[src/rtl/ptr_addr_seq.sv]
// Pointer-addressed memory access sequencer: reads Pn, issues one memory access
// from it, then optionally writes back the pre/post adjusted pointer.
module ptr_addr_seq #(
  parameter logic [11:0] STEP     = 12'd1,
  parameter int unsigned MAX_WAIT = 255
) (
  input  logic        clk,
  input  logic        rst_n,
  input  logic        start,
  input  logic [1:0]  n,
  input  logic [1:0]  op,
  output logic        busy,
  output logic        done,
  output logic        err,
  output logic [1:0]  psel0,
  input  logic [11:0] qp0,
  output logic [1:0]  pselw,
  output logic        wep,
  output logic [11:0] d12,
  output logic [11:0] mem_addr,
  output logic        mem_req,
  input  logic        mem_ack
);

  localparam logic [2:0] S_IDLE = 3'd0;
  localparam logic [2:0] S_RD   = 3'd1;
  localparam logic [2:0] S_MEM  = 3'd2;
  localparam logic [2:0] S_WB   = 3'd3;
  localparam logic [2:0] S_FIN  = 3'd4;

  localparam logic [1:0] OP_NONE = 2'b00;
  localparam logic [1:0] OP_INC  = 2'b01;
  localparam logic [1:0] OP_PDEC = 2'b10;

  localparam logic [7:0] WAIT_LIM = 8'(MAX_WAIT);

  logic [2:0]  state_q, state_d;
  logic [1:0]  n_q, n_d;
  logic [1:0]  op_q, op_d;
  logic [11:0] ptr_q, ptr_d;
  logic [7:0]  wait_q, wait_d;
  logic        busy_q, busy_d;
  logic        done_q, done_d;
  logic        err_q, err_d;
  logic [1:0]  psel0_q, psel0_d;
  logic [1:0]  pselw_q, pselw_d;
  logic        wep_q, wep_d;
  logic [11:0] d12_q, d12_d;
  logic [11:0] mem_addr_q, mem_addr_d;
  logic        mem_req_q, mem_req_d;
  logic [7:0]  wait_inc_s;

  assign wait_inc_s = wait_q + 8'd1;

  // Sequencer next-state, pointer capture and ack timeout.
  always_comb begin
    state_d = state_q;
    n_d     = n_q;
    op_d    = op_q;
    ptr_d   = ptr_q;
    wait_d  = wait_q;
    err_d   = 1'b0;
    case (state_q)
      S_IDLE: begin
        if (start) begin
          n_d     = n;
          op_d    = op;
          state_d = S_RD;
        end else begin
          state_d = S_IDLE;
        end
      end
      S_RD: begin
        ptr_d   = qp0;
        wait_d  = 8'd0;
        state_d = S_MEM;
      end
      S_MEM: begin
        if (mem_ack) begin
          state_d = (op_q == OP_NONE) ? S_FIN : S_WB;
        end else if (wait_inc_s == WAIT_LIM) begin
          wait_d  = wait_inc_s;
          err_d   = 1'b1;
          state_d = S_IDLE;
        end else begin
          wait_d  = wait_inc_s;
        end
      end
      S_WB:    state_d = S_FIN;
      S_FIN:   state_d = S_IDLE;
      default: state_d = S_IDLE;
    endcase
  end

  // Outputs are registered, so they are decoded from the state being entered.
  always_comb begin
    busy_d    = (state_d != S_IDLE);
    done_d    = (state_d == S_FIN);
    psel0_d   = (state_d == S_RD) ? n_d : 2'd0;
    pselw_d   = (state_d == S_WB) ? n_q : 2'd0;
    wep_d     = (state_d == S_WB);
    mem_req_d = (state_d == S_MEM);
    if (state_d == S_WB) begin
      d12_d = (op_q == OP_INC) ? (ptr_q + STEP) : (ptr_q - STEP);
    end else begin
      d12_d = 12'd0;
    end
    if (state_d != S_MEM) begin
      mem_addr_d = 12'd0;
    end else if (state_q == S_RD) begin
      // ptr is only being latched on this edge, so take the address from qp0.
      mem_addr_d = (op_q == OP_PDEC) ? (qp0 - STEP) : qp0;
    end else begin
      mem_addr_d = mem_addr_q;
    end
  end

  // State and output registers.
  always_ff @(posedge clk or negedge rst_n) begin
    if (!rst_n) begin
      state_q    <= S_IDLE;
      n_q        <= 2'd0;
      op_q       <= 2'd0;
      ptr_q      <= 12'd0;
      wait_q     <= 8'd0;
      busy_q     <= 1'b0;
      done_q     <= 1'b0;
      err_q      <= 1'b0;
      psel0_q    <= 2'd0;
      pselw_q    <= 2'd0;
      wep_q      <= 1'b0;
      d12_q      <= 12'd0;
      mem_addr_q <= 12'd0;
      mem_req_q  <= 1'b0;
    end else begin
      state_q    <= state_d;
      n_q        <= n_d;
      op_q       <= op_d;
      ptr_q      <= ptr_d;
      wait_q     <= wait_d;
      busy_q     <= busy_d;
      done_q     <= done_d;
      err_q      <= err_d;
      psel0_q    <= psel0_d;
      pselw_q    <= pselw_d;
      wep_q      <= wep_d;
      d12_q      <= d12_d;
      mem_addr_q <= mem_addr_d;
      mem_req_q  <= mem_req_d;
    end
  end

  assign busy     = busy_q;
  assign done     = done_q;
  assign err      = err_q;
  assign psel0    = psel0_q;
  assign pselw    = pselw_q;
  assign wep      = wep_q;
  assign d12      = d12_q;
  assign mem_addr = mem_addr_q;
  assign mem_req  = mem_req_q;

endmodule

[config.mk]
export PLATFORM = sky130hd
export DESIGN_NAME = ptr_addr_seq
export DESIGN_NICKNAME = d
export VERILOG_FILES = /design/src/rtl/ptr_addr_seq.sv
export SDC_FILE = /design/constraint.sdc
export NUM_CORES = 1
export LEC_CHECK = 0
export BUFFER_PORTS_ARGS = -buffer_cell sky130_fd_sc_hd__clkbuf_2
export CORE_ASPECT_RATIO = 0.6
export CORE_MARGIN = 4
export CORE_UTILIZATION = 45
export CTS_BUF_LIST = sky130_fd_sc_hd__clkbuf_4
export DETAILED_ROUTE_END_ITERATION = 7
export MAX_ROUTING_LAYER = met4
export PLACE_DENSITY = 0.72
export SYNTH_ARGS = -nofsm -noshare
export SYNTH_HDL_FRONTEND = slang
export SYNTH_SLANG_ARGS = --single-unit
[constraint.sdc]
create_clock -name clk -period 6.4 [get_ports clk]
set_clock_uncertainty 0.2 [all_clocks]
set_input_delay 0.64 -clock clk [delete_from_list [all_inputs] [get_ports clk]]
set_output_delay 0.64 -clock clk [all_outputs]
set_load 0.1 [all_outputs]
Yosys cells after proc, flatten, opt, wreduce, memory -nomap -nowiden:

Index checks and enable logic that the tools add are counted.

* logic and storage cells: 56
* flip-flop bits (word level): 60

* mux-type cells: 19
* eq/ne operators: 12
* reductions and logical operators: 7
* $add $sub $neg: 4

Operator list (number)
* 2-to-1 mux 12 bit: 5
* subtractor 12 x 1 -> 12 bit, second input constant: 2
* case mux 8 bit (2 select lines): 1
* adder 12 x 1 -> 12 bit, second input constant: 1
* == test 3 x 2 -> 1 bit, second input constant: 4
* case mux 3 bit (4 select lines): 1
* 2-to-1 mux 3 bit: 3
* adder 8 x 1 -> 8 bit, second input constant: 1
* == test 8 bit, second input constant: 1
* 2-to-1 mux 2 bit: 4
* 2-to-1 mux 8 bit: 1
* == test 3 x 1 -> 1 bit, second input constant: 2
* 2-to-1 mux 1 bit: 4
* AND reduction 2 bit: 2
* nonzero test 2 bit: 2
* == test 3 bit, second input constant: 1
* logical NOT 3 bit: 1
* inequality test 3 x 2 -> 1 bit, second input constant: 1
* nonzero test 3 bit: 1
* == test 2 x 1 -> 1 bit, second input constant: 1
* == test 2 bit, second input constant: 1
* logical NOT 2 bit: 1
* inequality test 2 bit, second input constant: 1

Longest topological paths before layout:

Gate-level depths: netlist (run 1).

* depth in word-level cells: 7
* mapped depth: 8

Least setup slack after synthesis (run 1):

Ideal clock, no wire load.

* path kind: flip-flop to flip-flop
* start: register op_q[1]
* end: register d12_q[10] (netlist: d12[10])
* clock period less this slack: 2448 ps
* arrival: 2121 ps
* stages on the path, launching flop included: 8
* slack: 3952 ps
* data required time: 6073 ps
* setup time: 127 ps
* cell sequence: dfrtp_1 -> nand2b_1 -> ha_1 -> nor2b_1 -> o31a_1 -> o31ai_1 -> a31oi_1 -> mux2i_1

* word-level cells in the longest chain between the ends: 6
* elaborated cells on any way between the ends: 8
* those cells by class: eq/ne: 2; mux: 5; reduce/logical: 1

Ends and longest elaborated chain
* from (decl): RTL line 39 `logic [1:0] op_q, op_d;`
* from (signal assigned): RTL line 138 `op_q <= op_d;`
* logical NOT 2 bit: RTL line 80 `state_d = (op_q == OP_NONE) ? S_FIN : S_WB;`
* 2-to-1 mux 3 bit: RTL line 80
* 2-to-1 mux 3 bit: RTL line 79 `if (mem_ack) begin`
* case mux 3 bit (4 select lines): RTL line 63 `case (state_q)`
* == test 3 x 2 -> 1 bit: RTL line 103 `if (state_d == S_WB) begin`
* 2-to-1 mux 12 bit (*): RTL line 103
* via d12_d[10]: RTL line 48 `logic [11:0] d12_q, d12_d;`
* to (signal assigned): RTL line 132 `d12_q <= 12'd0;`
* to (signal assigned): RTL line 147 `d12_q <= d12_d;`
* to (decl): RTL line 48

The timed path passes the listed nets; every way through them passes the cells marked *.
A chain may end at the register's enable or synchronous reset.

Final worst setup path (run 1):

Same ends and word-level chain as after synthesis.

==> impl_metrics.json, run 1 <==
{
  "outcome": "complete, no violations",
  "crit_path_cell_trace": "nand2b_1 > ha_1 > nor2b_1 > o31a_1 > o31ai_1 > a31oi_1 > mux2i_1",
  "final.min_clock_period_ps": 2720,
  "cts_buffers": 9,
  "die_h_um": 71.8,
  "dr.first_iter.drc_count": 107,
  "grt_pass1_vias": 2259,
  "wl_met2_um": 2560,
  "ios": 53,
  "postCtsSetupBuffers": 0,
  "final_common_cell": "dfrtp_1",
  "m1WireLength_um": 3480,
  "hpwl_um": 4730,
  "crit_end": "d12[10]",
  "start_util_pct": 48.1,
  "wl_per_cell_um": 14.8,
  "hold_buffers": 0,
  "ctsLongestPathBuffers": 2,
  "path_class": "register to register",
  "timing.rr.start": "op_q[1]",
  "die_area_um2": 8200,
  "remaining_drc_errors": 0,
  "clock_latency_ps": 410,
  "wl_met3_um": 550,
  "cts_tree": "built",
  "yosys.area.top_type": "dfrtp_1",
  "grt_max_degree": 61,
  "place.gp.congestion": 0.908,
  "cts-root-buf": "clkbuf_4",
  "worstPathArrival_ps": 2830,
  "cts_resized": 0,
  "crit_slowest_cell": "ha_1",
  "antenna_left": 0,
  "critPathMaxStageDelay_ps": 440,
  "grt_first_pass_wirelength_um": 11200,
  "die_width_um": 114,
  "grt.total_usage_pct": 18.3,
  "ys_seq_area_share_pct": 49.3,
  "r2r-end": "d12[10]",
  "netlist_area_um2": 3050,
  "overflow": 0,
  "core_area_um2": 6330,
  "cts.htree.levels": 3,
  "finalMaxSlewViolations": 0,
  "synthTopCellsByArea": "dfrtp_1, nand2_1, ha_1",
  "timing.reg2reg.setup_slack_ps": 3680,
  "synth_flop_cell": "dfrtp_1",
  "postPlaceCellArea_um2": 3370,
  "finalWirelength_um": 6630,
  "clk_pin_slew_ps": 100,
  "synth_top_area_share_pct": 49.3,
  "crit_path_start": "op_q[1]",
  "top_layer": "met4",
  "cap_viol_max_count": 0,
  "hp-class": "primary input to asynchronous set/reset pin",
  "nNetsFinal": 393,
  "slew_headroom_pct": 30.7,
  "drtPass1Iterations": 5,
  "antennaDiodeCount": 0,
  "fmax_ghz": 0.367,
  "synth_edf_count": 0,
  "yosysWarnings": 0,
  "finalSetupViolations": 0,
  "rows": 22,
  "synth.ff_latch_count": 60,
  "portBuffers": 52,
  "end_kind": "register",
  "crit_fanout": 12,
  "tightest_slew_ps": 1040,
  "syn_nets": 338,
  "syn_area_per_cell_um2": 10.0,
  "viasPerCell": 5.28,
  "critPathLaunchType": "register",
  "drive_above_1_share_pct": 22.3,
  "ys_types": 51,
  "crit_cells": 7,
  "crit_required_ps": 6510,
  "setup_tns_ps": 0,
  "worst-path-buf-inv": 0,
  "rsz0062_at_grt": "false",
  "fin_crit_sh_pct": 42.6,
  "syn_to_final_growth_pct": 14.2,
  "finalHoldViolations": 0,
  "reg2regPathDepth": 7,
  "vias": 2364,
  "final_cell_area_um2": 3480,
  "final_cell_mix": "dfrtp_1, nand2_1, clkbuf_2",
  "synthCells": 304,
  "cts_sinks": 60,
  "cp_top_family": "compound AO/OA/AOI/OAI gates",
  "synth-async-reset-ratio_pct": 100,
  "antenna_found_initial": 0
}
-- metrics by stage --
stage / utilization (%) / worst slack, ps / hold WS (ps) / instances
after global routing: 55.0 / 3410 / 230 / 448
final: 55.0 / 3680 / 159 / 448
after CTS: 55.0 / 3680 / 171 / 448
after detailed placement: 53.2 / 3710 / 262 / 432
after global placement: 53.2 / 3790 / 258 / 432
after floorplan: - / 3950 / 144 / 304
-- sequential cells by signal (all words and copies together) (netlist names), 2 cells and up --
name,flops
state_q,3
wait_q,8
mem_addr,12
d12,12
ptr_q,12
psel0,2
n_q,2
pselw,2
op_q,2
-- final cells by class --
cell class,count,area (um^2)
Tap cell,84,105
Inverter,10,37.5
Clock inverter,3,13.8
Sequential cell,60,1500
Clock buffer,13,97.6
Timing Repair Buffer,54,275
Fill cell,601,2850
Multi-Input combinational cell,224,1450
-- how the worst min path moves through the flow --
stage	endpoint	slack [ps]	depth (start not counted)
6_report	wait_q[3]	160	2
3_5_place_dp	pselw[0]	260	1
2_1_floorplan	busy	140	0
3_3_place_gp	pselw[1]	260	1
4_1_cts	d12[11]	170	2
5_1_grt	wait_q[3]	230	2
-- per-layer routing --
layer	track usage [%]	up-vias
met5	-	-
met4	6.46	0
met3	5.91	5
met2	22.4	77
met1	27.6	1102
li1	-	1180
-- cells in the mapped netlist, types with 2 or more instances --
library cell  count
a211oi_1          3
a21o_1            3
a21oi_1          14
a22o_1           10
a31oi_1           3
and2_1            7
and3_1            2
buf_1             3
buf_2             3
buf_6             2
dfrtp_1          60
ha_1             13
inv_1             9
mux2_2            4
mux2i_1           3
nand2_1          52
nand2b_1          6
nand3_1           6
nor2_1           21
nor2b_1           3
nor3_1            8
nor4_1            5
o211ai_1          2
o21a_1            3
o21ai_0          10
o21ai_1           7
o31ai_1           2
or3_1             2
or4_1             2
xnor2_1           6
xor2_1           10
-- cell families after synthesis --
logic type	Yosys count	share of synthesized area [%]
flip-flops	60	49.3
AND/OR/NAND/NOR	119	18.7
adder cells (fa/ha/maj)	14	5.99
XOR/XNOR	16	4.60
multiplexers	7	2.46
AO/OA/AOI/OAI	68	15.8
buffers and inverters	20	3.20
Power of run 1 is left out: the tool's default activity adds up to more than one toggle a clock period on the data nets, which glitch-free logic cannot reach.
==> run 2, diff against run 1 <==
PLACE_DENSITY = 0.75   (was 0.72)
clock period = 2.28 ns   (was 6.4 ns; I/O delays follow)
==> run 2 against run 1 <==
First-iteration DRC count is 50% higher. Non-clock buffer count rose by 35. Critical path depth did not move. Highest routed layer unchanged. Design area is 15% higher. Global-route usage grew 1.6 points.
==> impl_metrics.json, run 2 (synthesized netlist as in run 1, its figures left out) <==
{
  "peakVddDrop_uv": 724,
  "timing.rr.start": "op_q[1]",
  "r2r-end": "d12[10]",
  "grt.total_usage_pct": 19.9,
  "reg2regPathDepth": 7,
  "cap_viol_max_count": 0,
  "fmax_ghz": 0.451,
  "timing.reg2reg.setup_slack_ps": 60,
  "rows": 22,
  "power_density_nw_per_um2": 1690,
  "crit_end": "d12[10]",
  "p_sw_share_pct": 50.2,
  "grt_util_met1_pct": 27.7,
  "portBuffers": 52,
  "die_area_um2": 8200,
  "cts-root-buf": "clkbuf_4",
  "core_area_um2": 6330,
  "fin_crit_sh_pct": 97.3,
  "ios": 53,
  "slew_headroom_pct": 59.2,
  "clock_latency_ps": 410,
  "dp_cells": 447,
  "critPathLaunchType": "register",
  "grt-busiest-layer": "met2",
  "path_class": "register to register",
  "crit_required_ps": 2390,
  "dr.first_iter.drc_count": 161,
  "p_clk_share_pct": 14.3,
  "cts_tree": "built",
  "die_h_um": 71.8,
  "hp-class": "primary input to register",
  "worstPathArrival_ps": 2330,
  "vias": 2629,
  "finalSetupViolations": 0,
  "p_seq_share_pct": 24.3,
  "fill_cells": 527,
  "remaining_drc_errors": 0,
  "final_cell_mix": "dfrtp_1, nand2_1, clkbuf_2",
  "p_int_uw": 3380,
  "ctsLongestPathBuffers": 2,
  "viasPerCell": 5.44,
  "outcome": "complete, no violations",
  "p_comb_share_pct": 61.4,
  "grt_max_degree": 31,
  "final_common_cell": "dfrtp_1",
  "grt_first_pass_wirelength_um": 12400,
  "start_util_pct": 48.1,
  "place.gp.congestion": 0.925,
  "final.min_clock_period_ps": 2220,
  "cts_sinks": 60,
  "wl_per_cell_um": 16.2,
  "tightest_slew_ps": 603,
  "antenna_left": 0,
  "final_util_pct": 63.4,
  "final_cells": 483,
  "cts.htree.levels": 3,
  "finalMaxSlewViolations": 0,
  "hpwl_um": 5180,
  "die_width_um": 114,
  "finalHoldViolations": 0,
  "crit_path_start": "op_q[1]",
  "finalWirelength_um": 7810,
  "end_kind": "register",
  "power_uw": 6790,
  "crit_fanout": 5,
  "overflow": 0,
  "antennaDiodeCount": 0,
  "p_leak_uw": 0.00195,
  "drtPass1Iterations": 5,
  "grt_use_met2_pct": 28.3,
  "nNetsFinal": 428,
  "drive_above_1_share_pct": 29.3,
  "met3_usage_pct": 5.15,
  "switchingPower_uw": 3400,
  "clk_pin_slew_ps": 110,
  "antenna_found_initial": 0,
  "grt_pass1_vias": 2555,
  "syn_to_final_growth_pct": 31.7,
  "cts_buffers": 9,
  "rsz0062_at_grt": "true"
}
## run 2: what timing repair did
action,CTS,global route
endpoints found under the setup margin,1,8
gates resized for setup,1,22
hold buffers,18,0
hold endpoints to repair,81,0
buffers inserted,0,2
pin swaps,0,5
## run 2: worst min-delay path by stage
stage / start / end / slack, ps / depth (start not counted)
after CTS: start / state_q[0] / 30 / 3
final: start / state_q[0] / 70 / 3
after floorplan: rst_n / busy / -270 / 0
after global routing: start / state_q[0] / 60 / 3
after global placement: rst_n / wait_q[3] / -4 / 1
after detailed placement: rst_n / wait_q[3] / 4 / 1
## run 2: cell type report
class	instances	area (um^2)	area share, %
clock buffers	9	67.6	1.68
clock inverters	7	115	2.87
inverters	10	37.5	0.935
multi-input cells	224	1590	39.6
flip-flops and latches	60	1500	37.4
well taps	84	105	2.62
repair buffers	89	599	14.9
## run 2: critical path, cell delays in order (launching register included)
cell and delay (ps):
dfrtp_1 390, nand2b_4 170, ha_4 230, nor2b_2 160
o31a_1 350, o31ai_4 340, a31oi_2 140, mux2i_1 130
## run 2: layer usage
| layer | vias to the layer above | share of wire, % |
|---|---|---|
| met2 | 105 | 45 |
| met3 | 10 | 7.0 |
| met1 | 1256 | 47 |
| li1 | 1258 | - |
| met4 | 0 | 1.2 |
| met5 | - | 0 |
## run 2: per-stage QoR
step / hold slack [ps] / instance area [um^2] / setup TNS, ps / setup WS [ps]
after floorplan: -268 / 3060 / 0 / 7.28
after global placement: -4.16 / 3500 / 0 / 75.8
after detailed placement: 4.45 / 3500 / 0 / 17.7
after CTS: 34.5 / 3870 / 0 / 12.6
after global routing: 56.4 / 4010 / -14.7 / -13.8
final: 69.5 / 4010 / 0 / 61.1
## run 2: power groups by stage
| stage | Clock [uW] | Sequential, uW | Combinational, uW |
|---|---|---|---|
| floorplan | 0 | 2730 | 1670 |
| global placement | 0 | 1620 | 3500 |
| detailed placement | 0 | 1630 | 3550 |
| CTS | 994 | 1610 | 3610 |
| global route | 1040 | 1690 | 4460 |
| finish | 973 | 1650 | 4170 |
(Power assumes the default switching activity.)
==> run 3, diff against run 2 <==
CORE_UTILIZATION = 40   (was 45)
PLACE_DENSITY = 0.69   (was 0.75)
==> run 3 against run 2 <==
Worst setup slack lost 16 ps. Clock power is 29% lower. Worst hold slack worse by 31 ps. Fmax is 0.71% lower. Flip-flop and latch count stayed put. Largest cell class is now flip-flops and latches.
==> impl_metrics.json, run 3 (synthesized netlist as in run 1, its figures left out) <==
{
  "outcome": "complete, no violations",
  "hp-class": "primary input to register",
  "fmax_ghz": 0.447,
  "power_uw": 6180,
  "finalSetupViolations": 0,
  "setup_slack_ps": 45.2,
  "grt_max_degree": 61,
  "p_comb_share_pct": 62.4,
  "register_area_um2": 1500,
  "end_kind": "register",
  "hpwl_um": 5260,
  "crit_required_ps": 2390,
  "cts_sinks": 60,
  "p_leak_uw": 0.00193,
  "die_h_um": 75.6,
  "switchingPower_uw": 3210,
  "remaining_drc_errors": 0,
  "antenna_left": 0,
  "die_area_um2": 9130,
  "start_util_pct": 41.6,
  "final.min_clock_period_ps": 2230,
  "ctsLongestPathBuffers": 2,
  "p_seq_share_pct": 26.4,
  "wl_per_cell_um": 14.7,
  "crit_path_start": "op_q[1]",
  "hp-start": "start",
  "overflow": 0,
  "peakVddDrop_uv": 735,
  "finalMaxSlewViolations": 0,
  "vias": 2500,
  "fill_cells": 698,
  "ios": 53,
  "path_class": "register to register",
  "critPathLaunchType": "register",
  "p_sw_share_pct": 51.8,
  "rows": 24,
  "worstPathArrival_ps": 2340,
  "multiInputGateArea_um2": 1500,
  "nNetsFinal": 430,
  "timing.rr.start": "op_q[1]",
  "final_common_cell": "dfrtp_1",
  "cts_buffers": 9,
  "die_width_um": 121,
  "dp_cells": 469,
  "grt_first_pass_wirelength_um": 12600,
  "cts_tree": "built",
  "core_area_um2": 7330,
  "final_util_pct": 53.1,
  "clock_latency_ps": 440,
  "rsz0062_at_grt": "true",
  "tightest_slew_ps": 553,
  "cap_viol_max_count": 0,
  "cts.htree.levels": 3,
  "final_cells": 503,
  "grt.total_usage_pct": 18.8,
  "final_cell_mix": "dfrtp_1, nand2_1, clkbuf_2",
  "viasPerCell": 4.97,
  "power_density_nw_per_um2": 1590,
  "dr.first_iter.drc_count": 168,
  "finalHoldViolations": 0,
  "setup_tns_ps": 0,
  "crit_fanout": 6,
  "clk_pin_slew_ps": 100,
  "portBuffers": 52,
  "p_int_uw": 2980,
  "post-place-ws_ps": 18.2,
  "grt_pass1_vias": 2464,
  "antenna_found_initial": 0,
  "p_clk_share_pct": 11.2,
  "finalWirelength_um": 7400,
  "slew_headroom_pct": 63.3,
  "drive_above_1_share_pct": 26.1,
  "antennaDiodeCount": 0,
  "cts-root-buf": "clkbuf_4",
  "drtPass1Iterations": 4,
  "place.gp.congestion": 0.920,
  "syn_to_final_growth_pct": 27.8,
  "fin_crit_sh_pct": 98.0
}
[run 3: cell count changes in the layout (fill, tap and decap cells not counted), moves of 2 or more]
cell / before / now
o21ai_0: 8 / 10
ha_1: 5 / 11
a21oi_2: 2 / 0
bufinv_16: 3 / 1
ha_4: 6 / 1
buf_4: 17 / 20
a21oi_1: 12 / 14
[run 3: path summary, 6_finish.rpt]
check                         endpoint  cells past startpoint  slack (ps)
max reg2reg                    d12[10]                      7          50
min in group asynchronous  mem_addr[2]                      3         130
min reg2reg                   pselw[0]                      1         280
min                         state_q[0]                      3          40
max in group asynchronous      d12[10]                      3        1480
max                            d12[10]                      7          50
[run 3: critical path: stages (launching register included)]
cell and delay, ps:
dfrtp_1 390, nand2b_4 180, ha_4 220, nor2b_2 160, o31a_1 340, o31ai_4 320
a31oi_2 150, mux2i_1 140
[run 3: power groups by stage]
stage          Clock (uW)  Combinational [uW]  Sequential, uW
2_1_floorplan           0                1670            2730
6_report              693                3860            1630
3_5_place_dp            0                3630            1640
3_3_place_gp            0                3590            1640
5_1_grt               770                4180            1680
4_1_cts               715                3720            1620
[run 3: area by class of cell]
cell class                 count  area share (%)
sequential                    60            38.6
multi-input combinational    224            38.4
timing repair buffer          91            15.7
tap                          104            3.34
clock buffer                  10            1.93
clock inverter                 4            1.09
inverter                      10           0.964
[run 3: per-layer routing]
metal | global-route usage [%] | up-vias | part of all wire [%]
met3 | 5.71 | 8 | 4.7
met2 | 25.3 | 51 | 39
li1 | - | 1252 | -
met5 | - | - | 0
met1 | 26.5 | 1189 | 55
met4 | 6.78 | 0 | 1.1
[run 3: timing repair]
item | in CTS | in global routing
gates cloned | 0 | 0
endpoints found under the hold margin | 83 | 0
gates resized for setup | 1 | 6
pin swaps | 0 | 4
hold buffers | 18 | 0
setup endpoints to repair | 1 | 14
buffers inserted | 0 | 2
[run 3: through the flow]
| step | hold WS (ps) | cell area, um^2 |
|---|---|---|
| 6_report | 38.7 | 3890 |
| 4_1_cts | 20.0 | 3850 |
| 5_1_grt | 29.2 | 3890 |
| 3_5_place_dp | 63.4 | 3540 |
| 3_3_place_gp | 60.9 | 3540 |
| 2_1_floorplan | -268 | 3060 |
